`config.mk`:
```
export PLATFORM = sky130hd
export DESIGN_NAME = burst_clk_gen
export DESIGN_NICKNAME = d
export VERILOG_FILES = /design/src/rtl/burst_clk_pkg.sv /design/src/rtl/burst_clk_chan.sv /design/src/rtl/burst_clk_gen.sv
export SDC_FILE = /design/constraint.sdc
export NUM_CORES = 1
export LEC_CHECK = 0
export ABC_AREA = 1
export BUFFER_PORTS_ARGS = -buffer_cell sky130_fd_sc_hd__buf_2
export CAP_MARGIN = 25
export CORE_MARGIN = 1
export CORE_UTILIZATION = 60
export DETAILED_ROUTE_END_ITERATION = 10
export HOLD_SLACK_MARGIN = 0.08
export PLACE_DENSITY = 0.76
export SLEW_MARGIN = 20
export SYNTH_ARGS = -nofsm -noshare
export SYNTH_HDL_FRONTEND = slang
export SYNTH_HIERARCHICAL = 1
export SYNTH_SLANG_ARGS = --single-unit
```
`constraint.sdc`:
```
create_clock -name clk -period 4.85 [get_ports clk]
set_input_delay 0.7275 -clock clk [delete_from_list [all_inputs] [get_ports clk]]
set_output_delay 0.7275 -clock clk [all_outputs]
set_load 0.03 [all_outputs]
```
`src/rtl/burst_clk_pkg.sv`:
```
// Shared definitions for the burst clock generator.
// Holds the per-channel FSM state encoding and the synchronizer reset level.
// Synchronizers reset to 1 so an idle-high f0/c4 never produces a false fall.
package burst_clk_pkg;

  typedef enum logic [2:0] {
    ST_IDLE  = 3'd0,
    ST_ARMED = 3'd1,
    ST_HIGH  = 3'd2,
    ST_LOW   = 3'd3,
    ST_TAIL  = 3'd4
  } state_t;

  localparam logic SYNC_RST = 1'b1;

endpackage

```
`src/rtl/burst_clk_chan.sv`:
```
// One burst clock channel: f0/c4 synchronizers, edge detect, burst FSM, counters.
// Ports: clk, rst_n (sync, active-low); f0/c4 async strobes; half_period,
//   tail_len, pulse_num config (latched on arm); clk_en, clk_out, done, retrig.
// Latency: strobe first sampled low at edge k acts at edge k+2; outputs registered.
module burst_clk_chan
  import burst_clk_pkg::*;
#(
  parameter int CNT_W  = 16,
  parameter int PCNT_W = 8
) (
  input  logic              clk,
  input  logic              rst_n,
  input  logic              f0,
  input  logic              c4,
  input  logic [CNT_W-1:0]  half_period,
  input  logic [CNT_W-1:0]  tail_len,
  input  logic [PCNT_W-1:0] pulse_num,
  output logic              clk_en,
  output logic              clk_out,
  output logic              done,
  output logic              retrig
);

  state_t             state;
  logic               f0_s1, f0_s2, f0_prev;
  logic               c4_s1, c4_s2, c4_prev;
  logic [CNT_W-1:0]   phase_cnt;
  logic [PCNT_W-1:0]  pulse_cnt;
  logic [CNT_W-1:0]   h_lat;
  logic [CNT_W-1:0]   t_lat;
  logic [PCNT_W-1:0]  n_lat;

  logic f0_fall;
  logic c4_fall;
  logic tail_zero;

  assign f0_fall   = ~f0_s2 & f0_prev;
  assign c4_fall   = ~c4_s2 & c4_prev;
  assign tail_zero = (t_lat == '0);

  always_ff @(posedge clk) begin
    if (!rst_n) begin
      f0_s1     <= SYNC_RST;
      f0_s2     <= SYNC_RST;
      f0_prev   <= SYNC_RST;
      c4_s1     <= SYNC_RST;
      c4_s2     <= SYNC_RST;
      c4_prev   <= SYNC_RST;
      state     <= ST_IDLE;
      clk_en    <= 1'b0;
      clk_out   <= 1'b0;
      done      <= 1'b0;
      retrig    <= 1'b0;
      phase_cnt <= '0;
      pulse_cnt <= '0;
      h_lat     <= '0;
      t_lat     <= '0;
      n_lat     <= '0;
    end else begin
      f0_s1   <= f0;
      f0_s2   <= f0_s1;
      f0_prev <= f0_s2;
      c4_s1   <= c4;
      c4_s2   <= c4_s1;
      c4_prev <= c4_s2;

      done   <= 1'b0;
      retrig <= f0_fall && (state != ST_IDLE);

      // Phase counters load "length - 1" and the phase ends on the cycle the
      // counter reads zero, so a phase of length L occupies exactly L cycles.
      case (state)
        ST_IDLE: begin
          if (f0_fall) begin
            state  <= ST_ARMED;
            clk_en <= 1'b1;
            h_lat  <= (half_period == '0) ? CNT_W'(1) : half_period;
            t_lat  <= tail_len;
            n_lat  <= pulse_num;
          end
        end

        ST_ARMED: begin
          if (c4_fall) begin
            if (n_lat == '0) begin
              if (tail_zero) begin
                state  <= ST_IDLE;
                clk_en <= 1'b0;
                done   <= 1'b1;
              end else begin
                state     <= ST_TAIL;
                phase_cnt <= t_lat - CNT_W'(1);
              end
            end else begin
              state     <= ST_HIGH;
              clk_out   <= 1'b1;
              phase_cnt <= h_lat - CNT_W'(1);
              pulse_cnt <= PCNT_W'(1);
            end
          end
        end

        ST_HIGH: begin
          if (phase_cnt == '0) begin
            clk_out <= 1'b0;
            // The final high phase goes straight to the tail; the tail
            // stands in for the last low phase.
            if (pulse_cnt == n_lat) begin
              if (tail_zero) begin
                state  <= ST_IDLE;
                clk_en <= 1'b0;
                done   <= 1'b1;
              end else begin
                state     <= ST_TAIL;
                phase_cnt <= t_lat - CNT_W'(1);
              end
            end else begin
              state     <= ST_LOW;
              phase_cnt <= h_lat - CNT_W'(1);
            end
          end else begin
            phase_cnt <= phase_cnt - CNT_W'(1);
          end
        end

        ST_LOW: begin
          if (phase_cnt == '0) begin
            state     <= ST_HIGH;
            clk_out   <= 1'b1;
            phase_cnt <= h_lat - CNT_W'(1);
            pulse_cnt <= pulse_cnt + PCNT_W'(1);
          end else begin
            phase_cnt <= phase_cnt - CNT_W'(1);
          end
        end

        ST_TAIL: begin
          if (phase_cnt == '0) begin
            state  <= ST_IDLE;
            clk_en <= 1'b0;
            done   <= 1'b1;
          end else begin
            phase_cnt <= phase_cnt - CNT_W'(1);
          end
        end

        default: begin
          state   <= ST_IDLE;
          clk_en  <= 1'b0;
          clk_out <= 1'b0;
        end
      endcase
    end
  end

endmodule

```
`src/rtl/burst_clk_gen.sv`:
```
// Multi-channel burst clock generator; one independent burst_clk_chan per channel.
// Ports: clk, rst_n (sync, active-low); per-channel f0/c4 strobes and
//   clk_en/clk_out/done/retrig outputs; half_period/tail_len/pulse_num shared.
// Latency: see burst_clk_chan; no flow control, strobes are edge events.
module burst_clk_gen #(
  parameter int CHANNELS = 2,
  parameter int CNT_W    = 16,
  parameter int PCNT_W   = 8
) (
  input  logic                clk,
  input  logic                rst_n,
  input  logic [CHANNELS-1:0] f0,
  input  logic [CHANNELS-1:0] c4,
  input  logic [CNT_W-1:0]    half_period,
  input  logic [CNT_W-1:0]    tail_len,
  input  logic [PCNT_W-1:0]   pulse_num,
  output logic [CHANNELS-1:0] clk_en,
  output logic [CHANNELS-1:0] clk_out,
  output logic [CHANNELS-1:0] done,
  output logic [CHANNELS-1:0] retrig
);

  for (genvar i = 0; i < CHANNELS; i++) begin : g_chan
    burst_clk_chan #(
      .CNT_W  (CNT_W),
      .PCNT_W (PCNT_W)
    ) u_chan (
      .clk         (clk),
      .rst_n       (rst_n),
      .f0          (f0[i]),
      .c4          (c4[i]),
      .half_period (half_period),
      .tail_len    (tail_len),
      .pulse_num   (pulse_num),
      .clk_en      (clk_en[i]),
      .clk_out     (clk_out[i]),
      .done        (done[i]),
      .retrig      (retrig[i])
    );
  end

endmodule

```
* Word-level counts from Yosys, hierarchy flattened
Index checks and enable logic that the tools add are counted.
** Operators by class
- Add/subtract/negate cells :: 8
- Eq/ne operators :: 28
- Multiplexer cells :: 81
- Bitwise gates (word level) :: 12
- Reductions and logical operators :: 31
** Operators with widths (count)
- two-way mux 16 bit :: 15
- case mux 16 bit (4 select lines) :: 2
- subtractor 16 x 1 -> 16 bit, second input constant :: 6
- zero test 16 bit :: 5
- two-way mux 3 bit :: 16
- two-way mux 8 bit :: 6
- two-way mux 1 bit :: 32
- case mux 8 bit (2 select lines) :: 2
- case mux 3 bit (5 select lines) :: 2
- != test 2 x 1 -> 1 bit, second input constant :: 14
- AND reduction 5 bit :: 4
- adder 8 x 1 -> 8 bit, second input constant :: 2
- == test 8 bit :: 2
- zero test 8 bit :: 2
- AND reduction 7 bit :: 2
- == test 3 x 2 -> 1 bit, second input constant :: 4
- case mux 1 bit (5 select lines) :: 2
- != test 2 bit, second input constant :: 4
- inverter 1 bit :: 8
- case mux 1 bit (4 select lines) :: 2
- AND reduction 4 bit :: 2
- nonzero test 4 bit :: 2
- == test 3 x 1 -> 1 bit, second input constant :: 2
- == test 3 bit, second input constant :: 2
- 9 further kinds :: 20
** Storage, ports and cells
- Register bits after elaboration :: 154
- Input bits :: 46
- Output and inout bits :: 8
- Word-level logic and storage cells :: 192

* Depth between registers and ports, before layout
Gate-level depths: netlist of the first run.
- Depth in word-level cells :: 5
- Depth in mapped cells :: 15
- Gate-level depth less buffers :: 15

* Modules after synthesis
Netlist of the first run, hierarchy kept.
** Modules (own cells, without submodules)
- burst_clk_chan at g_chan[1].u_chan :: times used 1, cells an instance 823, area each 5132.4 um^2, sequential area each 1541.5 um^2
- burst_clk_chan at g_chan[0].u_chan :: times used 1, cells an instance 754, area each 4842.1 um^2, sequential area each 1541.5 um^2

* Worst setup path after synthesis of the first run
No wires, ideal clock.
- Kind :: register to register
- Start point :: register g_chan[0].u_chan.t_lat[0]
- End point :: register g_chan[0].u_chan.phase_cnt[3]
- Library setup time :: 0.122 ns
- Arrival time :: 1.579 ns
- Required time :: 4.728 ns
- Slack :: 3.149 ns
- Stages on the path, launching flop included :: 11
- Path buffers :: 0
- Clock period less this slack :: 1.701 ns
- Cells stage by stage :: dfxtp_1 inv_1 ha_1 nand3_1 nor2_1 nand4_1 nor2_1 inv_1 or2_2 nand2_1 a21oi_2
** On the way
- Longest elaborated chain between the ends :: 5
- Elaborated cells between the ends (all ways) :: 8
- Those cells by class :: add/sub: 1; mux: 6; reduce/logical: 1
** Ends and longest elaborated chain
- start, declared :: RTL line burst_clk_chan.sv:30 : logic [CNT_W-1:0] t_lat;
- start signal, assigned :: RTL line burst_clk_chan.sv:78 : t_lat <= tail_len;
- subtractor 16 x 1 -> 16 bit / zero test 16 bit (equally long branches) :: RTL line burst_clk_chan.sv:92, burst_clk_chan.sv:115, burst_clk_chan.sv:39
- two-way mux 16 bit (*) :: RTL line burst_clk_chan.sv:86, burst_clk_chan.sv:109
- two-way mux 16 bit (on tied branches) :: RTL line burst_clk_chan.sv:108, burst_clk_chan.sv:85
- two-way mux 16 bit (on tied branches) :: RTL line burst_clk_chan.sv:104, burst_clk_chan.sv:84
- case mux 16 bit (4 select lines) (*) :: RTL line burst_clk_chan.sv:72 : case (state)
- end signal, assigned :: RTL line burst_clk_chan.sv:92 : phase_cnt <= t_lat - CNT_W'(1);
- end signal, assigned :: RTL line burst_clk_chan.sv:115 : phase_cnt <= t_lat - CNT_W'(1);
- end signal, assigned :: RTL line burst_clk_chan.sv:119 : phase_cnt <= h_lat - CNT_W'(1);
- end, declared :: RTL line burst_clk_chan.sv:27 : logic [CNT_W-1:0] phase_cnt;
Mark *: on every way between the ends. The rest lies on a longest branch, timed or not. The select of a mux whose other input is x is not followed.
A chain may end at the register's enable or synchronous reset.

* Final worst setup path of the first run
- Start point :: input rst_n
- End point :: register g_chan[0].u_chan.f0_s2
** RTL lines
- start, declared :: RTL line burst_clk_gen.sv:11 : input logic rst_n,
- end signal, assigned :: RTL line burst_clk_chan.sv:61 : f0_s2 <= f0_s1;
- end, declared :: RTL line burst_clk_chan.sv:25 : logic f0_s1, f0_s2, f0_prev;
No word-level cell between the ends.

==> results of run 1 <==
## flip-flops by register name, indices dropped and copies added, names as in the netlist, 6 cells and up
register / count
g_chan.u_chan/h_lat: 32
g_chan.u_chan/n_lat: 16
g_chan.u_chan/phase_cnt: 32
g_chan.u_chan/pulse_cnt: 16
g_chan.u_chan/state: 6
g_chan.u_chan/t_lat: 32
## logic make-up (layout without fill, tap and decap cells)
logic type | Yosys count | count (layout) | synth area share, %
AOI/OAI and AO/OA | 265 | 265 | 14.6
xor gates and xnor gates | 68 | 68 | 5.97
adders and majority gates | 10 | 10 | 1.25
buffers and inverters | 227 | 268 | 9.43
DFF | 154 | 154 | 30.9
other | 0 | 3 | 0
and+or+nand+nor | 853 | 853 | 37.8
## report_power, final
| group | total [uW] | switching [uW] | internal, uW |
|---|---|---|---|
| Sequential | 1730 | 251 | 1480 |
| Combinational | 3340 | 2250 | 1090 |
| Clock | 1300 | 570 | 731 |
| Total | 6370 | 3070 | 3300 |
## routing by layer
layer	track usage, %	wire length [um]	vias to the layer above
met5	0	0	-
met4	18.4	1260	0
met3	5.33	1350	85
met2	54.3	12400	336
met1	41.9	12100	4590
li1	-	-	5155
## worst reg2reg max path, delay by kind of cell (launching register included)
kind                   cells  cell delay, ns
AND/OR/NAND/NOR            3            0.92
flip-flops                 1            0.33
AO/OA/AOI/OAI              1            0.31
buffers and inverters      4            0.80
## final timing paths
check                                                  to  slack, ns  cells past startpoint
worst max register to register  g_chan[0].u_chan/h_lat[0]       2.37                      8
worst min register to register     g_chan[1].u_chan/f0_s2       0.41                      1
worst max-delay path               g_chan[0].u_chan/f0_s2       2.31                      3
worst min-delay path               g_chan[1].u_chan/f0_s2       0.41                      1
## per-stage QoR
| stage | setup slack [ns] | cell area, um2 | power (uW) | hold WS, ns | cells |
|---|---|---|---|---|---|
| after global placement | 1.89 | 10300 | 4970 | 0.395 | 1801 |
| after floorplan | 3.15 | 9970 | 4330 | 0.392 | 1577 |
| after detailed placement | 1.87 | 10300 | 5000 | 0.400 | 1801 |
| final | 2.31 | 10900 | 6370 | 0.411 | 1837 |
| after CTS | 2.20 | 10800 | 6320 | 0.413 | 1833 |
| after global routing | 2.13 | 10900 | 6900 | 0.425 | 1837 |
## layout by cell type (no fill, tap or decap), drive strengths merged, types with 2 or more instances in the layout
cell,instances
a211oi,14
a21boi,3
a21oi,91
a221oi,2
a31oi,2
buf,55
clkbuf,18
clkinv,7
dfxtp,154
diode,3
ha,10
inv,187
nand2,361
nand3,109
nand3b,10
nand4,23
nor2,296
nor3,25
nor3b,2
nor4,12
o211ai,3
o21a,3
o21ai,143
o22ai,3
or2,15
xnor2,16
xor2,52
## final cells by class
cell class	count	area (um2)	area share, %
inverter	181	688	6.33
multi-input combinational	1196	5950	54.8
timing repair buffer	55	293	2.69
sequential	154	3080	28.4
tap	216	270	2.49
clock inverter	14	133	1.22
antenna	3	7.51	0.0691
clock buffer	18	439	4.04
==> results.sh, run 1 <==
export IMPL_outcome="finished clean"
export IMPL_synth_ff_type="dfxtp_1"
export IMPL_hold_class="flop to flop"
export IMPL_fmax_mhz=393
export IMPL_cts_root_buf="clkbuf_16"
export IMPL_cts_resized=0
export IMPL_worst_slew_pin_slew_ns=0.904
export IMPL_critPathTopFamily="buffers and inverters"
export IMPL_critPathLaunchType="primary input"
export IMPL_synthCells=1577
export IMPL_yosysUniqueCellTypes=51
export IMPL_synth_top_cell_by_area="dfxtp_1"
export IMPL_drt_iter0_markers=790
export IMPL_cap_violations=0
export IMPL_die_x_um=131
export IMPL_synth_common_cells="nand2_1, nor2_1, inv_1"
export IMPL_leakagePower_uw=0.00507
export IMPL_min_from="g_chan[1].u_chan/f0_s1"
export IMPL_cts_buffers=17
export IMPL_cts_sinks=154
export IMPL_overflow=0
export IMPL_first_global_vias=9236
export IMPL_final_nets=1661
export IMPL_htree_levels=4
export IMPL_finalMaxSlewViolations=0
export IMPL_synth_seq_area_share_pct=30.9
export IMPL_wl_per_cell_um=14.7
export IMPL_rsz0062_at_grt="no"
export IMPL_min_period_ns=2.54
export IMPL_cts_tree="built"
export IMPL_first_pass_iters=5
export IMPL_synth_top_area_share_pct=30.9
export IMPL_clock_latency_ns=0.43
export IMPL_hold_viol=0
export IMPL_cts_reportedPaths_clkPinSlew_ns=0.07
export IMPL_async_reset_ff_share_pct=0
export IMPL_setup_worst_path_start="rst_n"
export IMPL_die_h_um=131
export IMPL_cp_max_fo=51
export IMPL_grt_pass1_wl_mm=44.7
export IMPL_cp_cell_sequence="buf_2, clkinv_1, or2_2"
export IMPL_ys_ff_latch=154
export IMPL_design_core_area_mm2=0.0161
export IMPL_ant_nets=0
export IMPL_nFillCells=1474
export IMPL_vdd_drop_max_mv=0.349
export IMPL_power_density_mw_per_mm2=586
export IMPL_std_cell_rows=46
export IMPL_path_class="primary input to flop"
export IMPL_final_core_util_pct=67.7
export IMPL_drc=0
export IMPL_antenna_found_initial=3
export IMPL_synth_area_leaders="dfxtp_1, nand2_1, nor2_1, o21ai_0, inv_1"
export IMPL_yosysMostFrequentCell="nand2_1"
export IMPL_synth_area_per_cell_um2=6.33
export IMPL_critPathRequiredTime_ns=5.17
export IMPL_grt_max_degree=71
export IMPL_fin_crit_sh_pct=52.4
export IMPL_netlist_area_mm2=0.00997
export IMPL_ios=54
export IMPL_num_vias=10200
export IMPL_max_stage_delay_ns=0.91
export IMPL_r2r_start="g_chan[0].u_chan/state[1]"
export IMPL_slew_headroom_pct=39.7
export IMPL_fin_skew_ns=0.00787
export IMPL_area_delta_synth_final_pct=8.92
export IMPL_syn_nets=1633
export IMPL_place_gp_congestion=0.969
export IMPL_cts_hold_buffers=0
export IMPL_dieArea_mm2=0.0171
export IMPL_place_hpwl_mm=19.8
export IMPL_wirelength_mm=27.1
export IMPL_cpMaxStageDelayCell="clkinv_1"
export IMPL_via_per_inst=5.53
export IMPL_track_usage_pct=33.2
export IMPL_fin_tns_setup_ns=0
export IMPL_cp_arrival_ns=2.86
export IMPL_synth_edf_count=0
export IMPL_drive_above_1_share_pct=10.9
export IMPL_port_buffers=53
export IMPL_path_buf_inv=2
export IMPL_yosys_warnings=6
export IMPL_post_cts_setup_buffers=0
export IMPL_initial_core_util_pct=62.1
export IMPL_crit_path_end_kind="flop"
export IMPL_clock_path_buffers=2
export IMPL_setup_viol=0
(Power assumes the default switching activity.)
==> inputs of run 2 (changes only) <==
==> constraint.sdc (replaced) <==
create_clock -name clk -period 2.5 [get_ports clk]
set_input_delay 0.375 -clock clk [delete_from_list [all_inputs] [get_ports clk]]
set_output_delay 0.375 -clock clk [all_outputs]
set_load 0.03 [all_outputs]
==> run 2 against run 1 <==
  * Routed wire length increased by 3.7%
  * Flip-flop and latch count unchanged
  * Global-route usage about the same
  * Critical path depth increased by 7
  * Largest cell class unchanged
  * Count of clock-buffer cells in the layout increased by 4
  * Non-clock buffer count increased by 10
  * Register-to-register slack got worse by 2.0 ns
  * Worst hold slack got worse by 0.28 ns
  * Via count about the same
==> results.sh, run 2 (same netlist as run 1, synthesis figures left out) <==
export IMPL_outcome="finished clean"
export IMPL_cap_violations=0
export IMPL_area_delta_synth_final_pct=9.81
export IMPL_timing_final_ws_setup_ns=0.394
export IMPL_fin_area_mm2=0.0110
export IMPL_cts_hold_buffers=0
export IMPL_place_ws_ns=0.412
export IMPL_wirelength_mm=28.1
export IMPL_std_cell_rows=46
export IMPL_clock_latency_ns=0.43
export IMPL_worst_slew_pin_slew_ns=0.893
export IMPL_final_nets=1671
export IMPL_fin_skew_ns=0.0132
export IMPL_hold_class="primary input to flop"
export IMPL_post_cts_setup_buffers=0
export IMPL_place_hpwl_mm=20.4
export IMPL_diodes=0
export IMPL_path_class="flop to flop"
export IMPL_finalMaxSlewViolations=0
export IMPL_cts_root_buf="clkbuf_16"
export IMPL_first_pass_iters=5
export IMPL_rsz0062_at_grt="no"
export IMPL_critPathLaunchType="flop"
export IMPL_fin_total_pwr_uw=12600
export IMPL_vdd_drop_max_mv=0.718
export IMPL_slew_headroom_pct=40.4
export IMPL_drive_above_1_share_pct=11.4
export IMPL_cts_sinks=154
export IMPL_initial_core_util_pct=62.1
export IMPL_die_h_um=131
export IMPL_place_gp_congestion=0.962
export IMPL_hold_viol=0
export IMPL_setup_viol=0
export IMPL_cp_arrival_ns=2.42
export IMPL_critPathRequiredTime_ns=2.81
export IMPL_cp_max_fo=4
export IMPL_via_per_inst=5.52
export IMPL_grt_max_degree=82
export IMPL_ant_nets=0
export IMPL_cts_resized=0
export IMPL_first_global_vias=9070
export IMPL_final_core_util_pct=68.2
export IMPL_wl_per_cell_um=15.2
export IMPL_dieArea_mm2=0.0171
export IMPL_cts_reportedPaths_clkPinSlew_ns=0.07
export IMPL_cts_buffers=17
export IMPL_antenna_found_initial=0
export IMPL_largestRegisters="g_chan.u_chan/h_lat (32), g_chan.u_chan/phase_cnt (32), g_chan.u_chan/t_lat (32)"
export IMPL_track_usage_pct=33.2
export IMPL_overflow=0
export IMPL_ios=54
export IMPL_drt_iter0_markers=785
export IMPL_fmax_mhz=475
export IMPL_htree_levels=4
export IMPL_crit_path_end_kind="flop"
export IMPL_power_density_mw_per_mm2=1150
export IMPL_grt_pass1_wl_mm=44.2
export IMPL_min_period_ns=2.11
export IMPL_fin_tns_setup_ns=0
export IMPL_clock_path_buffers=2
export IMPL_fin_crit_sh_pct=84.3
export IMPL_die_x_um=131
export IMPL_final_cell_mix="nand2_1, nor2_1, inv_1"
export IMPL_leakagePower_uw=0.00511
export IMPL_port_buffers=53
export IMPL_design_core_area_mm2=0.0161
export IMPL_num_vias=10200
export IMPL_cts_tree="built"
export IMPL_drc=0
export IMPL_layout_commonest_cell="nand2_1"
export IMPL_place_area_mm2=0.0104
==> run 2: report_power, final <==
part	internal [uW]	switching, uW
registers	2870	507
clock network	1470	1080
logic	2200	4420
==> run 2: routing by layer <==
metal / vias up / global-route usage, % / share of wire, %
li1: 5158 / - / -
met4: 0 / 14.7 / 3.4
met2: 371 / 54.8 / 47
met5: - / 0 / 0
met1: 4569 / 42.3 / 44
met3: 74 / 6.07 / 5.7
==> run 2: final timing paths <==
path / startpoint / slack [ns] / depth (start not counted) / end
worst min-delay path: f0[0] / 0.13 / 2 / g_chan[0].u_chan/f0_s1
worst max-delay path: g_chan[0].u_chan/t_lat[0] / 0.39 / 10 / g_chan[0].u_chan/phase_cnt[3]
worst max register to register: g_chan[0].u_chan/t_lat[0] / 0.39 / 10 / g_chan[0].u_chan/phase_cnt[3]
worst min register to register: g_chan[0].u_chan/c4_s2 / 0.41 / 2 / g_chan[0].u_chan/c4_prev
==> run 2: final cells by class <==
class / count / area (um2)
timing repair buffer: 65 / 380
fill: 1473 / 5100
clock inverter: 10 / 106
multi-input combinational: 1196 / 5950
sequential: 154 / 3080
clock buffer: 22 / 474
inverter: 181 / 688
tap: 216 / 270
==> run 2: critical path: stages (launching register included) <==
cell     delay (ns)
dfxtp_1        0.31
inv_1          0.08
ha_1           0.19
nand3_1        0.13
nor2_1         0.24
nand4_1        0.19
nor2_1         0.31
inv_1          0.09
or2_2          0.29
nand2_1        0.10
a21oi_2        0.06
==> run 2: through the flow <==
stage	instances	hold WS, ns
floorplan	1577	0.392
global placement	1812	0.394
detailed placement	1812	0.404
CTS	1844	0.123
global route	1844	0.124
finish	1844	0.134
